File: config.mk
export PLATFORM = sky130hd
export DESIGN_NAME = act_pack_writeback
export DESIGN_NICKNAME = d
export VERILOG_FILES = /design/src/rtl/act_pack_writeback.sv
export SDC_FILE = /design/constraint.sdc
export NUM_CORES = 2
export LEC_CHECK = 0
export ABC_AREA = 1
export BUFFER_PORTS_ARGS = -buffer_cell sky130_fd_sc_hd__buf_4
export CORE_UTILIZATION = 41
export CTS_CLUSTER_SIZE = 24
export DETAILED_ROUTE_END_ITERATION = 10
export GPL_TIMING_DRIVEN = 0
export PLACE_DENSITY_LB_ADDON = 0.2
export SKIP_LAST_GASP = 1
export SLEW_MARGIN = 25
export SYNTH_ARGS = -nofsm -noshare
export SYNTH_HDL_FRONTEND = slang
export SYNTH_SLANG_ARGS = --single-unit
File: constraint.sdc
create_clock -name clk -period 36.3 [get_ports clk]
set_input_delay 3.63 -clock clk [delete_from_list [all_inputs] [get_ports clk]]
set_output_delay 3.63 -clock clk [all_outputs]
set_load 0.02 [all_outputs]
File: src/rtl/act_pack_writeback.sv
// act_pack_writeback: snapshots the PE accumulator results, applies the
// per-layer activation, streams them out as packed words over a valid/ready
// write port, and tracks the running argmax for classification.

// Single-result activation: 00/11 pass, 01 ReLU, 10 ReLU then clip at CLAMP_MAX.
module act_lane #(
    parameter int                      ACC_W     = 16,
    parameter logic signed [ACC_W-1:0] CLAMP_MAX = 16'sd4096
) (
    input  logic [1:0]              sel,
    input  logic signed [ACC_W-1:0] x,
    output logic signed [ACC_W-1:0] y
);
    // Pure combinational select; no width growth, results saturate in place.
    always_comb begin
        y = x;
        case (sel)
            2'b01: if (x < 0) y = '0;
            2'b10: begin
                if (x < 0)              y = '0;
                else if (x > CLAMP_MAX) y = CLAMP_MAX;
            end
            default: y = x;
        endcase
    end
endmodule

module act_pack_writeback #(
    parameter int                      NUM_ACC   = 32,
    parameter int                      ACC_W     = 16,
    parameter int                      LANES     = 4,
    parameter int                      ADDR_W    = 10,
    parameter logic signed [ACC_W-1:0] CLAMP_MAX = 16'sd4096
) (
    input  logic                       clk,
    input  logic                       rst,
    input  logic                       start,
    input  logic [1:0]                 act_sel,
    input  logic [NUM_ACC*ACC_W-1:0]   acc_bus,
    input  logic [ADDR_W-1:0]          wb_base_addr,
    output logic                       wr_valid,
    input  logic                       wr_ready,
    output logic [ADDR_W-1:0]          wr_addr,
    output logic [LANES*ACC_W-1:0]     wr_data,
    output logic                       busy,
    output logic                       done,
    output logic [$clog2(NUM_ACC)-1:0] max_idx
);
    localparam int NUM_WORDS = NUM_ACC / LANES;
    localparam int K_W       = (NUM_WORDS > 1) ? $clog2(NUM_WORDS) : 1;
    localparam int IDX_W     = $clog2(NUM_ACC);

    typedef enum logic [1:0] {IDLE, ACT, SEND, DONE} state_t;

    state_t                                     state;
    logic [NUM_WORDS-1:0][LANES-1:0][ACC_W-1:0] snap;
    logic [NUM_WORDS-1:0][LANES-1:0][ACC_W-1:0] act_q;
    logic [NUM_WORDS-1:0][LANES-1:0][ACC_W-1:0] act_d;
    logic [1:0]                                 sel_q;
    logic [ADDR_W-1:0]                          base_q;
    logic [K_W-1:0]                             k;
    logic signed [ACC_W-1:0]                    best_val;
    logic [IDX_W-1:0]                           best_idx;
    logic signed [ACC_W-1:0]                    cand_val;
    logic [IDX_W-1:0]                           cand_idx;
    logic                                       accept;
    logic                                       last_word;

    assign accept    = wr_valid && wr_ready;
    assign last_word = (k == K_W'(NUM_WORDS - 1));

    // One activation unit per accumulator result, all fed from the snapshot.
    for (genvar i = 0; i < NUM_ACC; i++) begin : g_lane
        act_lane #(.ACC_W(ACC_W), .CLAMP_MAX(CLAMP_MAX)) u_lane (
            .sel (sel_q),
            .x   (snap[i/LANES][i%LANES]),
            .y   (act_d[i/LANES][i%LANES])
        );
    end

    // Argmax over the presented word's lanes in order; strict > keeps the lowest index on ties.
    always_comb begin
        cand_val = best_val;
        cand_idx = best_idx;
        for (int j = 0; j < LANES; j++) begin
            if ($signed(act_q[k][j]) > cand_val) begin
                cand_val = $signed(act_q[k][j]);
                cand_idx = IDX_W'(int'(k) * LANES + j);
            end
        end
    end

    // Address wraps naturally at ADDR_W bits; port reads as zero when not requesting.
    assign wr_addr = wr_valid ? base_q + ADDR_W'(k) : '0;
    assign wr_data = wr_valid ? act_q[k] : '0;

    // Pass sequencer: snapshot, activate, stream words, pulse done.
    always_ff @(posedge clk or posedge rst) begin
        if (rst) begin
            state    <= IDLE;
            snap     <= '0;
            act_q    <= '0;
            sel_q    <= '0;
            base_q   <= '0;
            k        <= '0;
            best_val <= '0;
            best_idx <= '0;
            wr_valid <= 1'b0;
            busy     <= 1'b0;
            done     <= 1'b0;
            max_idx  <= '0;
        end else begin
            done <= 1'b0;
            case (state)
                IDLE: begin
                    if (start) begin
                        snap     <= acc_bus;
                        sel_q    <= act_sel;
                        base_q   <= wb_base_addr;
                        k        <= '0;
                        best_val <= {1'b1, {(ACC_W-1){1'b0}}};
                        best_idx <= '0;
                        busy     <= 1'b1;
                        state    <= ACT;
                    end
                end
                ACT: begin
                    act_q    <= act_d;
                    wr_valid <= 1'b1;
                    state    <= SEND;
                end
                SEND: begin
                    if (accept) begin
                        k        <= k + 1'b1;
                        best_val <= cand_val;
                        best_idx <= cand_idx;
                        if (last_word) begin
                            wr_valid <= 1'b0;
                            max_idx  <= cand_idx;
                            done     <= 1'b1;
                            state    <= DONE;
                        end
                    end
                end
                DONE: begin
                    busy  <= 1'b0;
                    state <= IDLE;
                end
                default: state <= IDLE;
            endcase
        end
    end
endmodule

==> out/metrics.csv <==
metric,value,unit
# port buffers,609,
failing checks,design-rule violations,
number of max-cap violations,0,
Setup Skew,0.0628,ns
element type at the critical path end,flip-flop,
Reg2Reg Setup Slack,22.68,ns
layout net count,7876,
antenna violations before repair,14,
syn_nets,7134,
DRC,2,
post-synthesis mux area share,0,
period utilization,0.375,
Via density,5.60,
leading post-synthesis cells by cell area,"dfrtp_1, nand2_1, o21ai_0",
simple-gate share of the synthesized area,0.241,
Root Buffer,clkbuf_16,
"commonest non-fill, non-tap cell in the layout",nand2_1,
Pre-Repair DR Iteration Count,11,
Synth Area in Compound Gates,0.141,
largest net degree at the start of global routing,98,
CP max FO,10,
largest family of logic cells by synthesized area,simple AND/OR/NAND/NOR gates,
clk sink count,1070,
layout cell share with drive strength beyond 1,0.122,
Yosys warnings,0,
RSZ-0062 raised after global routing,no,
setup violators final,0,
first-pass GRT wire length,338000,µm
outcome,finished with violations,
min-delay src,act_q[316]$_DFFE_PP0P_,
reg-to-reg critical path startpoint,k[0]$_DFFE_PP0P_,
post-synthesis xor/xnor area fraction,0,
Slowest cell on crit path,o21ai_0,
synth-to-layout area growth,21.4,%
fillcell total,12400,
Routed Antenna Nets,0,
die area,126000,µm²
most frequent cells in the layout,"nand2_1, dfrtp_1, o21ai_0",
CTS buffer count,116,
number of cell rows,129,
Final Hold Viols,0,
vias,50500,
sequential area share after synthesis,0.525,
CP most frequent cell,nand2_1,
Hold WC Path Type,flip-flop to flip-flop,
CP required,36.97,ns
Initial Util,0.413,
fmax,73.4,MHz
Crit path arrival time,14.29,ns
"Slew Viols, Final",0,
WL/cell,26.5,µm
Die Ht,355,µm
post-synthesis cell count,6532,
"area leader, netlist",dfrtp_1,
chip width,355,µm
H-tree levels,3,
Core ar.,124000,µm²
GRT Residual Overflow,0,
Synth Area per Inst,7.81,µm²
Post-CTS Resized,0,
Worst setup startpoint,k[0]$_DFFE_PP0P_,
hpwl dp,188000,µm
Worst-Skew Late Latency,0.80,ns
Yosys cell types,50,
WS Path Type,flip-flop to flip-flop,
mapped cell area,51000,µm²
# IOs,610,
CP Launch Type,flip-flop,
Synth Register Bits,1070,
setup TNS,0,ns
clock period minus worst slack,13.62,ns
Iter 0 DRT Violations,6638,
Clock Path Buffers,3,
vias in the first global route,48900,
"Largest stage delay, worst path",0.89,ns
Setup Buffers After CTS,0,
worst slew pin tran,1.24,ns
Clock Pin Slew Worst Setup and Hold Paths,0.07,ns
CTS Hold Bufs,0,
Max-slew headroom,0.175,
Synth Area in Adders,0.0183,
WL final,239000,µm
TritonCTS clock tree,yes,
GRT Util Overall,0.375,
routability cong.,1.04,
top cell type's share of synthesized area,0.525,
==> area by class of cell <==
| cell class | instances | area, µm² | area share |
|---|---|---|---|
| antenna | 4 | 10.0 | 0.000162 |
| sequential | 1070 | 26800 | 0.432 |
| clock buffer | 173 | 3410 | 0.0550 |
| inverter | 596 | 2240 | 0.0362 |
| timing repair buffer | 624 | 4970 | 0.0803 |
| clock inverter | 33 | 414 | 0.00668 |
| multi-input combinational | 4460 | 20500 | 0.330 |
| buffer | 406 | 1620 | 0.0262 |
| tap | 1637 | 2050 | 0.0331 |
==> metal layers <==
layer | vias to the layer above | track usage | part of all wire
li1 | 22600 | - | -
met1 | 24600 | 0.489 | 0.39
met2 | 2668 | 0.569 | 0.44
met3 | 598 | 0.0955 | 0.10
met4 | 6 | 0.211 | 0.068
met5 | - | 0 | 0.00018
==> Yosys cell counts, drive strengths merged <==
library cell,n
nor4,95
buf,75
o22ai,24
inv,594
a2111oi,2
clkbuf,331
nand4,47
and3,1
nand2,2262
clkinv,2
o21ai,889
o31ai,31
a21o,18
o221ai,3
and2,14
a21oi,343
or4,3
or3,1
fa,1
a31oi,8
ha,73
a31o,2
nor4b,1
nor2,209
o32ai,8
a211oi,4
a22o,1
dfrtp,1070
o211ai,7
a221oi,1
o21bai,3
o41ai,1
a22oi,17
a311oi,1
o21a,8
nand3,306
nor3,76
==> final timing paths <==
check                                         endpoint  cells past startpoint
max in group asynchronous       act_q[488]$_DFFE_PP0P_                      7
worst min-delay path            act_q[316]$_DFFE_PP0P_                      1
worst max register to register  max_idx[4]$_DFFE_PP0P_                     54
worst max-delay path            max_idx[4]$_DFFE_PP0P_                     54
min in group asynchronous       act_q[324]$_DFFE_PP0P_                      2
worst min register to register  act_q[316]$_DFFE_PP0P_                      1
==> worst max-delay path: cells and delay by family (launching register included) <==
family                     cells  cell delay, ns
buffers and inverters         13            3.89
AOI/OAI and AO/OA             11            2.83
and+or+nand+nor               26            4.83
DFF                            1            0.64
adders and majority gates      4            1.20
==> per-stage QoR <==
stage                     setup WS [ns]  utilization  std cells  cell area, µm²  hold slack (ns)
final                             22.68        0.501       9003           62000            0.475
after global routing              22.35        0.501       8999           61900            0.492
after CTS                         23.28        0.501       8999           61900            0.475
after global placement           -10.12        0.466       8778           57700            0.456
after detailed placement          23.40        0.470       8793           58100            0.459
after floorplan                    2.55            -       6532           51000            0.441
==> sequential cells by signal (all words and copies together) (netlist names) <==
name	cells
state	2
snap	512
wr_valid	1
k	3
max_idx	5
act_q	512
done	1
sel_q	2
best_idx	5
best_val	16
base_q	10
busy	1
==> cells by family (layout without fill, tap and decap cells) <==
kind of cell,after synthesis,after routing
compound gates,1371,1371
fa+ha+maj,74,74
buf+inv,1002,1832
flops,1070,1070
other cells,0,4
simple gates,3015,3015
Power is left out: the tool's default activity adds up to more than one toggle a clock period on the data nets, which glitch-free logic cannot reach.
